## src/rtl/jtframe_ioctl_packer_if.sv

```systemverilog
// Download-side bus of jtframe_ioctl_packer: ioctl byte stream in, prog SDRAM writes out.
// The download stage is the master; the packer takes the slave view.
interface jtframe_ioctl_packer_if #(
    parameter int AW = 22
);
    logic          ioctl_rom;
    logic          ioctl_wr;
    logic [26:0]   ioctl_addr;
    logic [7:0]    ioctl_dout;
    logic [AW-1:0] prog_addr;
    logic [15:0]   prog_data;
    logic [1:0]    prog_mask;
    logic          prog_we;
    logic          prog_rdy;
    logic          dwnld_busy;
    logic          fifo_ovf;
    logic          oor;

    modport master (
        output ioctl_rom, ioctl_wr, ioctl_addr, ioctl_dout, prog_rdy,
        input  prog_addr, prog_data, prog_mask, prog_we, dwnld_busy, fifo_ovf, oor
    );

    modport slave (
        input  ioctl_rom, ioctl_wr, ioctl_addr, ioctl_dout, prog_rdy,
        output prog_addr, prog_data, prog_mask, prog_we, dwnld_busy, fifo_ovf, oor
    );
endinterface

```

## src/rtl/jtframe_ioctl_packer.sv

```systemverilog
// Packs the MiSTer ioctl byte stream into 16-bit SDRAM writes, with a small byte FIFO
// absorbing bytes that arrive while a write is outstanding.
module jtframe_ioctl_packer #(
    parameter int AW      = 22,
    parameter int HEADER  = 0,
    parameter bit SWAB    = 1'b0,
    parameter int FIFO_AW = 3
) (
    input  logic                  clk,
    input  logic                  rst_n,
    jtframe_ioctl_packer_if.slave io
);
    localparam int DEPTH = 1 << FIFO_AW;

    typedef enum logic [1:0] { IDLE, HOLD, WRITE } state_t;
    state_t state, state_nx;

    logic [26:0]      payload;
    logic             in_hdr, out_rng, take, accept, push, pop, drop;
    logic             empty, full, rom_rise, load_hold;
    logic [34:0]      mem [DEPTH];
    logic [FIFO_AW:0] wr_ptr, rd_ptr;
    logic [26:0]      head_p, hold_p;
    logic [7:0]       head_d, hold_d, lane0_b, lane1_b;
    logic             lane_hi;
    logic             rom_l;
    logic [AW-1:0]    addr_r, addr_nx;
    logic [15:0]      data_r, data_nx;
    logic [1:0]       mask_r, mask_nx;
    logic             we_r, we_nx;
    logic             busy_r, ovf_r, oor_r;

    generate
        if (HEADER > 0) begin : g_hdr
            assign in_hdr = io.ioctl_addr < 27'(HEADER);
        end else begin : g_nohdr
            assign in_hdr = 1'b0;
        end
    endgenerate

    assign payload  = io.ioctl_addr - 27'(HEADER);
    assign out_rng  = (payload >> (AW + 1)) != '0;
    assign take     = io.ioctl_wr && io.ioctl_rom && !in_hdr;
    assign accept   = take && !out_rng;
    assign empty    = wr_ptr == rd_ptr;
    assign full     = (wr_ptr[FIFO_AW] != rd_ptr[FIFO_AW]) &&
                      (wr_ptr[FIFO_AW-1:0] == rd_ptr[FIFO_AW-1:0]);
    // A pop in the same cycle frees a slot, so a full FIFO can still accept
    assign push     = accept && (!full || pop);
    assign drop     = accept && full && !pop;
    assign rom_rise = io.ioctl_rom && !rom_l;
    assign {head_p, head_d} = mem[rd_ptr[FIFO_AW-1:0]];

    always_comb begin
        state_nx  = state;
        pop       = 1'b0;
        load_hold = 1'b0;
        we_nx     = we_r;
        addr_nx   = addr_r;
        data_nx   = data_r;
        mask_nx   = mask_r;
        lane0_b   = hold_p[0] ? head_d : hold_d;
        lane1_b   = hold_p[0] ? hold_d : head_d;
        lane_hi   = hold_p[0] ^ SWAB;
        case (state)
            IDLE: begin
                if (!empty) begin
                    pop       = 1'b1;
                    load_hold = 1'b1;
                    state_nx  = HOLD;
                end
            end
            HOLD: begin
                if (!empty && head_p[26:1] == hold_p[26:1] && head_p[0] != hold_p[0]) begin
                    pop      = 1'b1;
                    state_nx = WRITE;
                    we_nx    = 1'b1;
                    addr_nx  = hold_p[AW:1];
                    data_nx  = SWAB ? {lane0_b, lane1_b} : {lane1_b, lane0_b};
                    mask_nx  = 2'b00;
                end else if (!empty || !io.ioctl_rom) begin
                    // Unpairable head byte stays queued; the pending byte goes out alone
                    state_nx = WRITE;
                    we_nx    = 1'b1;
                    addr_nx  = hold_p[AW:1];
                    data_nx  = lane_hi ? {hold_d, 8'h00} : {8'h00, hold_d};
                    mask_nx  = lane_hi ? 2'b01 : 2'b10;
                end
            end
            WRITE: begin
                if (io.prog_rdy) begin
                    we_nx    = 1'b0;
                    state_nx = IDLE;
                end
            end
            default: state_nx = IDLE;
        endcase
    end

    always_ff @(posedge clk) begin
        if (push) mem[wr_ptr[FIFO_AW-1:0]] <= {payload, io.ioctl_dout};
    end

    always_ff @(posedge clk) begin
        if (!rst_n) begin
            state  <= IDLE;
            wr_ptr <= '0;
            rd_ptr <= '0;
            hold_p <= '0;
            hold_d <= '0;
            we_r   <= 1'b0;
            addr_r <= '0;
            data_r <= '0;
            mask_r <= '1;
            rom_l  <= 1'b0;
            busy_r <= 1'b0;
            ovf_r  <= 1'b0;
            oor_r  <= 1'b0;
        end else begin
            state  <= state_nx;
            if (push) wr_ptr <= wr_ptr + 1'b1;
            if (pop)  rd_ptr <= rd_ptr + 1'b1;
            if (load_hold) begin
                hold_p <= head_p;
                hold_d <= head_d;
            end
            we_r   <= we_nx;
            addr_r <= addr_nx;
            data_r <= data_nx;
            mask_r <= mask_nx;
            rom_l  <= io.ioctl_rom;
            busy_r <= io.ioctl_rom || !empty || (state != IDLE);
            if (drop) ovf_r <= 1'b1;
            else if (rom_rise) ovf_r <= 1'b0;
            if (take && out_rng) oor_r <= 1'b1;
            else if (rom_rise) oor_r <= 1'b0;
        end
    end

    assign io.prog_addr  = addr_r;
    assign io.prog_data  = data_r;
    assign io.prog_mask  = mask_r;
    assign io.prog_we    = we_r;
    assign io.dwnld_busy = busy_r;
    assign io.fifo_ovf   = ovf_r;
    assign io.oor        = oor_r;
endmodule

```

## src/flat_wrapper.sv

```systemverilog
// flat-port wrapper written by rule: the top's interface ports become plain ports
module jtframe_ioctl_packer_flat 
#(
    parameter int AW      = 22,
    parameter int HEADER  = 0,
    parameter bit SWAB    = 1'b0,
    parameter int FIFO_AW = 3
)
  (clk, rst_n, io_ioctl_rom, io_ioctl_wr, io_ioctl_addr, io_ioctl_dout, io_prog_rdy, io_prog_addr, io_prog_data, io_prog_mask, io_prog_we, io_dwnld_busy, io_fifo_ovf, io_oor);
  jtframe_ioctl_packer_if #(.AW(AW)) io_i ();
  input  logic clk;
  input  logic rst_n;
  input wire logic [$bits(io_i.ioctl_rom)-1:0] io_ioctl_rom;
  input wire logic [$bits(io_i.ioctl_wr)-1:0] io_ioctl_wr;
  input wire logic [$bits(io_i.ioctl_addr)-1:0] io_ioctl_addr;
  input wire logic [$bits(io_i.ioctl_dout)-1:0] io_ioctl_dout;
  input wire logic [$bits(io_i.prog_rdy)-1:0] io_prog_rdy;
  output wire logic [$bits(io_i.prog_addr)-1:0] io_prog_addr;
  output wire logic [$bits(io_i.prog_data)-1:0] io_prog_data;
  output wire logic [$bits(io_i.prog_mask)-1:0] io_prog_mask;
  output wire logic [$bits(io_i.prog_we)-1:0] io_prog_we;
  output wire logic [$bits(io_i.dwnld_busy)-1:0] io_dwnld_busy;
  output wire logic [$bits(io_i.fifo_ovf)-1:0] io_fifo_ovf;
  output wire logic [$bits(io_i.oor)-1:0] io_oor;
  assign io_i.ioctl_rom = io_ioctl_rom;
  assign io_i.ioctl_wr = io_ioctl_wr;
  assign io_i.ioctl_addr = io_ioctl_addr;
  assign io_i.ioctl_dout = io_ioctl_dout;
  assign io_i.prog_rdy = io_prog_rdy;
  assign io_prog_addr = io_i.prog_addr;
  assign io_prog_data = io_i.prog_data;
  assign io_prog_mask = io_i.prog_mask;
  assign io_prog_we = io_i.prog_we;
  assign io_dwnld_busy = io_i.dwnld_busy;
  assign io_fifo_ovf = io_i.fifo_ovf;
  assign io_oor = io_i.oor;
  jtframe_ioctl_packer #(.AW(AW), .HEADER(HEADER), .SWAB(SWAB), .FIFO_AW(FIFO_AW)) u_core (.clk(clk), .rst_n(rst_n), .io(io_i));
endmodule
```

## config.mk

```make
export PLATFORM = sky130hd
export DESIGN_NAME = jtframe_ioctl_packer_flat
export DESIGN_NICKNAME = d
export VERILOG_FILES = /design/src/rtl/jtframe_ioctl_packer_if.sv /design/src/rtl/jtframe_ioctl_packer.sv /design/src/flat_wrapper.sv
export SDC_FILE = /design/constraint.sdc
export NUM_CORES = 1
export LEC_CHECK = 0
export ABC_AREA = 1
export BUFFER_PORTS_ARGS = -buffer_cell sky130_fd_sc_hd__buf_2
export CAP_MARGIN = 20
export CORE_MARGIN = 5
export CORE_UTILIZATION = 45
export DETAILED_ROUTE_END_ITERATION = 6
export GPL_TIMING_DRIVEN = 0
export SLEW_MARGIN = 20
export SYNTH_ARGS = -nofsm -noshare
export SYNTH_HDL_FRONTEND = slang
export SYNTH_SLANG_ARGS = --single-unit
```

## constraint.sdc

```tcl
create_clock -name clk -period 6.1 [get_ports clk]
set_input_delay 1.22 -clock clk [delete_from_list [all_inputs] [get_ports clk]]
set_output_delay 1.22 -clock clk [all_outputs]
set_load 0.03 [all_outputs]
```

==> metrics.md, run 1 <==
| Metric | Value |
|---|---|
| Status | `completed` |
| DR WL/cell | `20.7 um` |
| Final Cycle Share | `78.0%` |
| CP Max Fanout | `10` |
| Largest net degree at the start of global routing | `19` |
| Reg area | `10300 sq um` |
| Yosys top cell by area | `edfxtp_1` |
| Peak supply drop | `226 uV` |
| Ranking of synthesized cells by area | `edfxtp_1, dfxtp_1, nand2_1` |
| Clk slew on worst S/H paths | `0.06 ns` |
| FF+latch count, synth | `373` |
| Final Hold Fails | `0` |
| MaxCap Viol Count | `0` |
| Clock root buffer | `clkbuf_16` |
| Startpoint Class | `flip-flop` |
| Crit path DAT | `5.01 ns` |
| TritonRoute pass-1 iters | `6` |
| Final min period | `4.76 ns` |
| Worst relative slew slack | `36.7%` |
| Post-synthesis sequential area ratio | `65.4%` |
| P&R area growth vs syn | `17.2%` |
| CTS buffer count | `40` |
| Clock Latency Late Sink | `0.54 ns` |
| Worst hold path class | `reg2reg` |
| Post-CTS sizing | `0` |
| Fillers | `3128` |
| Via Count | `11.9k` |
| Initial antenna violation count | `1` |
| P_leak | `7.34 nW` |
| Starting Density | `45.5%` |
| Gate Count Post-Synth | `1603` |
| Synth Net Count | `1648` |
| Most frequent cells in the layout | `nand2_1, edfxtp_1, inv_1, nor2_1, nand3_1` |
| Area occupied by multi-input gates | `4370 sq um` |
| Num ports | `84` |
| Yosys cell types | `34` |
| CP Class | `reg2reg` |
| Worst-Margin Slew | `0.944 ns` |
| Most common cell after layout, fill and taps aside | `nand2_1` |
| Longest Clk Path Bufs | `3` |
| DIE AREA | `38800 sq um` |
| IO Port Bufs | `83` |
| Synthesized area | `15700 sq um` |
| YS warnings | `0` |
| GP Congestion | `0.964` |
| Fmax | `210 MHz` |
| # diodes | `0` |
| Synth top area share | `53.5%` |
| Die W | `197 um` |
| Final Util | `53.3%` |
| GRT overflow | `0` |
| Syn Area/Cell | `9.80 sq um` |
| Worst Setup End Kind | `flip-flop` |
| Final setup fails | `0` |
| First-pass GRT wire length | `68900 um` |
| DP Worst Slack | `1.39 ns` |
| H-tree levels | `2` |
| PwrDens | `324 nW/um^2` |
| Estimated wirelength of the detail-placed design | `32300 um` |
| Nets@finish | `1802` |
| Remaining antenna violation count | `0` |
| Via density | `5.32` |
| RSZ-0062 raised after global routing | `no` |
| Final setup margin | `1.34 ns` |
| Core Area | `34500 sq um` |
| Post-CTS Setup Bufs | `0` |
| Final Slew Violations | `0` |
| CP required | `6.35 ns` |
| DRC | `0` |
| Number of global-route vias before repair | `11.3k` |
| # hold bufs at CTS | `0` |
| Gr usage total | `23.6%` |
| CTS tree | `yes` |
| Drt first-iter violations | `1061` |
| Share of layout cells above drive strength 1 | `12.6%` |
| Post-Route WL | `46400 um` |
| Die H | `197 um` |
| CTS sink count | `373` |
| Final clock skew | `0.0190 ns` |
| Row Count | `68` |
==> cells in the mapped netlist (all sizes together) <==
library cell	number
or2	3
inv	186
xnor2	4
o22ai	8
xor2	3
edfxtp	280
nor2	180
ha	5
o211ai	4
or4	1
a211oi	4
nand3	150
clkinv	2
o21a	2
dfxtp	93
nand3b	7
nor3	6
a21oi	80
o21ai	124
nand4	5
nand2	372
clkbuf	35
a31oi	8
buf	41
==> logic make-up (layout without fill, tap and decap cells) <==
logic type | Yosys count | count (layout) | share of synthesized area (%)
AOI/OAI and AO/OA | 230 | 230 | 7.61
xor gates and xnor gates | 7 | 7 | 0.390
adders and majority gates | 5 | 5 | 0.398
buffers and inverters | 264 | 449 | 7.16
DFF | 373 | 373 | 65.4
and+or+nand+nor | 724 | 724 | 19.1
==> critical path, stage by stage (launching register included) <==
cell	delay (ns)
dfxtp_1	0.30
buf_4	0.21
buf_1	0.66
nand3_1	0.36
nand3b_1	0.28
nand3_1	0.11
nor2_1	0.09
nand2_1	0.08
nor2_1	0.18
nand3_1	0.23
nand3_2	0.19
nand2_2	0.18
nor3_2	0.63
buf_6	0.25
buf_4	0.19
buf_4	0.17
buf_4	0.18
buf_6	0.14
==> registers in the layout, summed over array words and instances, names as in the netlist, named ones only <==
register	flops
u_core.hold_d	8
u_core.hold_p	27
u_core.io.dwnld_busy	1
u_core.io.fifo_ovf	1
u_core.io.oor	1
u_core.io.prog_addr	22
u_core.io.prog_data	16
u_core.io.prog_mask	2
u_core.io.prog_we	1
u_core.mem	280
u_core.rd_ptr	4
u_core.rom_l	1
u_core.state	2
u_core.wr_ptr	4
==> cell type report <==
| class | instances | share of cell area, % |
|---|---|---|
| Timing Repair Buffer | 112 | 4.41 |
| Sequential cell | 373 | 55.8 |
| Clock inverter | 18 | 0.815 |
| Buffer | 76 | 2.28 |
| Multi-Input combinational cell | 966 | 23.7 |
| Clock buffer | 55 | 6.07 |
| Tap cell | 455 | 3.09 |
| Inverter | 188 | 3.83 |
==> worst paths after layout <==
| path | start | endpoint | slack [ns] | cells after the start |
|---|---|---|---|---|
| max | flip-flop | u_core.mem[1][13] | 1.34 | 17 |
| min | u_core.io.prog_we | u_core.io.prog_we | 0.47 | 2 |
| max reg2reg | flip-flop | u_core.mem[1][13] | 1.34 | 17 |
| min reg2reg | u_core.io.prog_we | u_core.io.prog_we | 0.47 | 2 |
==> layer usage <==
metal	global-route usage, %	vias up	share of wire (%)
li1	-	5637	-
met1	33.0	5717	43
met2	37.5	493	46
met3	4.91	87	8.9
met4	6.93	2	2.8
met5	0	-	0.028
==> power by group <==
group	switching, mW	total, mW	leakage [nW]	internal (mW)
registers	0.0517	2.85	3.27	2.80
clock network	0.993	2.36	0.619	1.37
logic	0.539	0.744	3.45	0.205
total	1.58	5.96	7.34	4.38
==> through the flow <==
stage / instance area [sq um] / cells / total power [mW] / setup TNS (ns) / hold WS (ns)
floorplan: 15700 / 1603 / 3.36 / 0 / 0.440
global placement: 16700 / 2141 / 3.63 / -393.77 / 0.444
detailed placement: 17100 / 2170 / 3.64 / 0 / 0.454
CTS: 18400 / 2243 / 5.97 / 0 / 0.463
global route: 18400 / 2243 / 6.16 / 0 / 0.487
finish: 18400 / 2243 / 5.96 / 0 / 0.465
(Power assumes the default switching activity.)
==> inputs of run 2 (changes only) <==
- clock period: 6.1 -> 4.8 ns (I/O delays scaled with it)
==> metrics.md, run 2 (synthesized netlist as in run 1, its figures left out) <==
| Metric | Value |
|---|---|
| Number of global-route vias before repair | `11.4k` |
| Final Slew Violations | `0` |
| Status | `completed` |
| Final Util | `53.4%` |
| Reg-to-reg slack, setup | `0.53 ns` |
| H-tree levels | `2` |
| Post-placement cell count | `2169` |
| P_leak | `7.37 nW` |
| Crit-path cells | `buf_2, inv_2, clkbuf_1, nand2_1, nand3_1, nand2_1, nand2_1, nand3_1, nor2_1, nand2_1, nor2_1, nand3_1, nand3_2, nand2_2, nor3_2, buf_4, buf_6, buf_4, buf_4, buf_4` |
| Nets@finish | `1801` |
| Clock Latency Late Sink | `0.54 ns` |
| Crit path buffers/inverters | `8` |
| GRT overflow | `0` |
| IO Port Bufs | `83` |
| Clock root buffer | `clkbuf_16` |
| Final Hold Fails | `0` |
| GP Congestion | `0.969` |
| Final setup margin | `0.525 ns` |
| Die W | `197 um` |
| Largest net degree at the start of global routing | `19` |
| PwrDens | `411 nW/um^2` |
| DRC | `0` |
| Num ports | `84` |
| Row Count | `68` |
| Longest Clk Path Bufs | `3` |
| Final Hold Slack | `0.454 ns` |
| Share of layout cells above drive strength 1 | `12.6%` |
| Initial antenna violation count | `2` |
| Total Power | `7.58 mW` |
| Worst Setup End Kind | `flip-flop` |
| Worst hold path class | `reg2reg` |
| Crit path largest cell delay | `0.55 ns` |
| CTS sink count | `373` |
| Drt first-iter violations | `1000` |
| Worst-Margin Slew | `0.794 ns` |
| CP Class | `reg2reg` |
| First-pass GRT wire length | `69600 um` |
| DIE AREA | `38800 sq um` |
| CP delay by family, top | `buffers and inverters` |
| CP Max Fanout | `10` |
| Most frequent cells in the layout | `nand2_1, edfxtp_1, inv_1, nor2_1, nand3_1` |
| Crit path DAT | `4.51 ns` |
| Gr usage total | `23.6%` |
| # diodes | `0` |
| TritonRoute pass-1 iters | `5` |
| # hold bufs at CTS | `0` |
| Startpoint Class | `flip-flop` |
| Via Count | `11.8k` |
| Final setup fails | `0` |
| Post-CTS Setup Bufs | `0` |
| Slowest cell on crit path | `clkbuf_1` |
| Clk slew on worst S/H paths | `0.06 ns` |
| Levels on crit path | `20` |
| Remaining antenna violation count | `0` |
| P&R area growth vs syn | `17.4%` |
| CTS buffer count | `40` |
| Max FFs per register | `280` |
| Worst r2r path cells | `20` |
| DR WL/cell | `20.4 um` |
| Final min period | `4.27 ns` |
| Post-Route WL | `45700 um` |
| Capture point of the worst reg-to-reg path | `u_core.mem[1][13]` |
| Via density | `5.25` |
| Post-CTS sizing | `0` |
| Fin cells | `2240` |
| Most common cell after layout, fill and taps aside | `nand2_1` |
| MaxCap Viol Count | `0` |
| Core Area | `34500 sq um` |
| CTS tree | `yes` |
| DP Worst Slack | `0.581 ns` |
| Final clock skew | `0.0177 ns` |
| Worst relative slew slack | `47.1%` |
| Final Cycle Share | `89.1%` |
| Peak supply drop | `218 uV` |
| CP Capture Point | `u_core.mem[1][13]` |
| Fmax | `234 MHz` |
| CP required | `5.03 ns` |
| Starting Density | `45.5%` |
| Estimated wirelength of the detail-placed design | `32100 um` |
| RSZ-0062 raised after global routing | `no` |
| Die H | `197 um` |
-- run 2: changes by cell type in the layout (fill, tap and decap cells not counted), moves of 2 or more --
cell | before | now
buf_16 | 7 | 9
buf_8 | 0 | 2
buf_6 | 19 | 14
clkinv_1 | 7 | 5
-- run 2: final cells by class --
cell class / instances / area [sq um]
clock buffer: 54 / 1100
tap: 455 / 569
inverter: 188 / 706
fill: 3094 / 16100
sequential: 373 / 10300
clock inverter: 17 / 175
timing repair buffer: 111 / 828
buffer: 76 / 419
multi-input combinational: 966 / 4380
-- run 2: worst min path at each step --
stage	startpoint	slack, ns	endpoint	cells after the start
5_1_grt	u_core.io.prog_we	0.47	u_core.io.prog_we	2
6_report	u_core.io.prog_we	0.45	u_core.io.prog_we	2
2_1_floorplan	u_core.hold_d[0]	0.44	u_core.hold_d[0]	2
3_5_place_dp	u_core.io.prog_we	0.45	u_core.io.prog_we	2
3_3_place_gp	u_core.io.prog_we	0.44	u_core.io.prog_we	2
4_1_cts	u_core.io.prog_we	0.46	u_core.io.prog_we	2
-- run 2: layer usage --
metal	global-route usage [%]	share of wire [%]	up-vias
met2	37.3	45	471
met3	3.20	7.6	85
li1	-	-	5637
met5	0	0.070	-
met4	6.50	2.6	4
met1	34.6	44	5573
-- run 2: worst min-delay path, stage by stage, from the launching register on --
cell and delay (ns):
dfxtp_1 0.30, nand2_1 0.06, a21oi_1 0.05
-- run 2: power by group --
| part | switching (mW) | internal [mW] | total, mW |
|---|---|---|---|
| combinational | 0.682 | 0.260 | 0.941 |
| clock | 1.24 | 1.78 | 3.02 |
| sequential | 0.0647 | 3.56 | 3.62 |
| total | 1.98 | 5.60 | 7.58 |
-- run 2: through the flow --
step / setup TNS, ns / instance area, sq um
final: 0 / 18400
after global routing: 0 / 18400
after CTS: 0 / 18400
after detailed placement: 0 / 17200
after global placement: -667.23 / 16700
after floorplan: -5.50 / 15700
==> inputs of run 3 (changes only) <==
- MAX_ROUTING_LAYER: unset -> met4
- REMOVE_ABC_BUFFERS: unset -> 1
- clock period: 4.8 -> 3.8 ns (I/O delays scaled with it)
==> metrics.md, run 3 (synthesized netlist as in run 1, its figures left out) <==
| Metric | Value |
|---|---|
| DP Worst Slack | `-0.989 ns` |
| Worst hold stages | `2` |
| TritonRoute pass-1 iters | `6` |
| Final setup fails | `0` |
| GP Congestion | `0.836` |
| Starting Density | `45.5%` |
| CP Max Fanout | `27` |
| DIE AREA | `38800 sq um` |
| Largest net degree at the start of global routing | `60` |
| Setup TNS | `0 ns` |
| P_leak | `7.47 nW` |
| Final clock skew | `0.0204 ns` |
| Worst Hold Endpoint | `u_core.io.prog_we` |
| Final Slew Violations | `0` |
| DRC | `0` |
| Estimated wirelength of the detail-placed design | `24200 um` |
| Area occupied by multi-input gates | `4440 sq um` |
| Reg-to-reg slack, setup | `0.18 ns` |
| Routed wl met3 | `2350 um` |
| Num ports | `84` |
| CP Class | `reg2reg` |
| CTS tree | `yes` |
| Remaining antenna violation count | `0` |
| Fillers | `3007` |
| Crit path largest cell delay | `0.60 ns` |
| First-pass GRT wire length | `61300 um` |
| Met2 WL | `19600 um` |
| Die W | `197 um` |
| Max FFs per register | `280` |
| Final Cycle Share | `95.3%` |
| DR WL/cell | `18.3 um` |
| Initial antenna violation count | `4` |
| Met1 Wirelength | `17300 um` |
| CP delay by family, top | `simple AND/OR/NAND/NOR gates` |
| Die H | `197 um` |
| Nets@finish | `1751` |
| Crit-path cells | `xor2_1, nor2_1, nand3_1, inv_1, nor2_4, clkinv_4, nand3_4, nand2_4, nor3_4, buf_4, buf_4, buf_6` |
| RR Startpoint | `u_core.wr_ptr[1]` |
| Status | `completed` |
| MaxCap Viol Count | `0` |
| Crit path buffers/inverters | `5` |
| Longest Clk Path Bufs | `3` |
| Row Count | `68` |
| Clock Latency Late Sink | `0.53 ns` |
| Worst relative slew slack | `48.2%` |
| Drt first-iter violations | `716` |
| Post-Route WL | `40200 um` |
| Slowest cell on crit path | `nor2_4` |
| Hold path startpoint | `u_core.io.prog_we` |
| Most common cell after layout, fill and taps aside | `nand2_1` |
| H-tree levels | `2` |
| Startpoint Class | `flip-flop` |
| Most frequent cells in the layout | `nand2_1, edfxtp_1, inv_1, nor2_1, nand3_1` |
| PwrDens | `526 nW/um^2` |
| Share of layout cells above drive strength 1 | `13.1%` |
| Worst hold path class | `reg2reg` |
| Clk slew on worst S/H paths | `0.06 ns` |
| Capture point of the worst reg-to-reg path | `u_core.mem[3][25]` |
| Via density | `5.17` |
| Core Area | `34500 sq um` |
| GRT overflow | `0` |
| CTS sink count | `373` |
| Final setup margin | `0.179 ns` |
| Final Util | `54.1%` |
| Peak supply drop | `256 uV` |
| Clock root buffer | `clkbuf_16` |
| CTS buffer count | `40` |
| IO Port Bufs | `83` |
| Reg area | `10300 sq um` |
| Top sig layer | `met4` |
| Number of global-route vias before repair | `10.7k` |
| Worst-Margin Slew | `0.775 ns` |
| Fmax | `276 MHz` |
| Gr usage total | `20.9%` |
| CP required | `4.02 ns` |
| Most frequent CP cell | `buf_4` |
| Final Hold Fails | `0` |
| Via Count | `11.4k` |
| Worst r2r path cells | `12` |
| Final min period | `3.62 ns` |
| P&R area growth vs syn | `19.0%` |
| Worst Setup End Kind | `flip-flop` |
| Crit path DAT | `3.84 ns` |
-- run 3: changes by cell type in the layout (fill, tap and decap cells not counted), sizes merged --
cell | before | now
clkinv | 11 | 8
bufinv | 3 | 6
buf | 152 | 134
clkbuf | 89 | 61
diode | 0 | 4
bufbuf | 0 | 2
inv | 189 | 186
-- run 3: how the worst max path moves through the flow --
| stage | startpoint | to | slack [ns] | cells after the start |
|---|---|---|---|---|
| CTS | flip-flop | u_core.mem[6][27] | 0.07 | 18 |
| detailed placement | flip-flop | u_core.mem[6][25] | -0.99 | 20 |
| global route | flip-flop | u_core.mem[1][24] | -0.01 | 20 |
| floorplan | flip-flop | u_core.mem[1][0] | -4.97 | 14 |
| finish | u_core.wr_ptr[1] | u_core.mem[3][25] | 0.18 | 12 |
| global placement | flip-flop | u_core.mem[3][23] | -12.49 | 14 |
-- run 3: final cells by class --
class / instances / area share, %
Multi-Input combinational cell: 966 / 23.7
Timing Repair Buffer: 137 / 6.66
Clock buffer: 60 / 6.36
Inverter: 188 / 3.93
Clock inverter: 14 / 1.25
Tap cell: 455 / 3.04
Antenna cell: 4 / 0.0535
Sequential cell: 373 / 55.0
-- run 3: repair_timing --
item / in CTS / in global routing
gates cloned: 2 / 1
resized for setup: 17 / 7
setup buffers: 10 / 4
pin swaps: 4 / 6
endpoints found under the setup margin: 280 / 107
hold buffers: 0 / 0
-- run 3: through the flow --
| step | instance area (sq um) | power (mW) | std cells | hold slack (ns) |
|---|---|---|---|---|
| 2_1_floorplan | 15300 | 5.34 | 1527 | 0.439 |
| 3_3_place_gp | 16300 | 5.71 | 2065 | 0.451 |
| 3_5_place_dp | 16900 | 5.74 | 2102 | 0.452 |
| 4_1_cts | 18600 | 9.90 | 2187 | 0.461 |
| 5_1_grt | 18700 | 10.2 | 2197 | 0.480 |
| 6_report | 18700 | 9.84 | 2197 | 0.459 |
-- run 3: per-layer routing --
metal / global-route usage (%) / up-vias
li1: - / 5538
met5: - / -
met3: 3.62 / 67
met1: 26.9 / 5456
met4: 6.01 / 0
met2: 34.2 / 301
-- run 3: worst register-to-register path, stage by stage, from the launching register on --
cell and delay [ns]:
dfxtp_1 0.47, xor2_1 0.17, nor2_1 0.07, nand3_1 0.25
inv_1 0.12, nor2_4 0.60, clkinv_4 0.44, nand3_4 0.29
nand2_4 0.14, nor3_4 0.22, buf_4 0.17, buf_4 0.20
buf_6 0.18
-- run 3: power breakdown --
part / internal, mW / switching (mW)
Combinational: 0.344 / 0.807
Clock: 2.58 / 1.55
Sequential: 4.49 / 0.0711
Total: 7.42 / 2.42
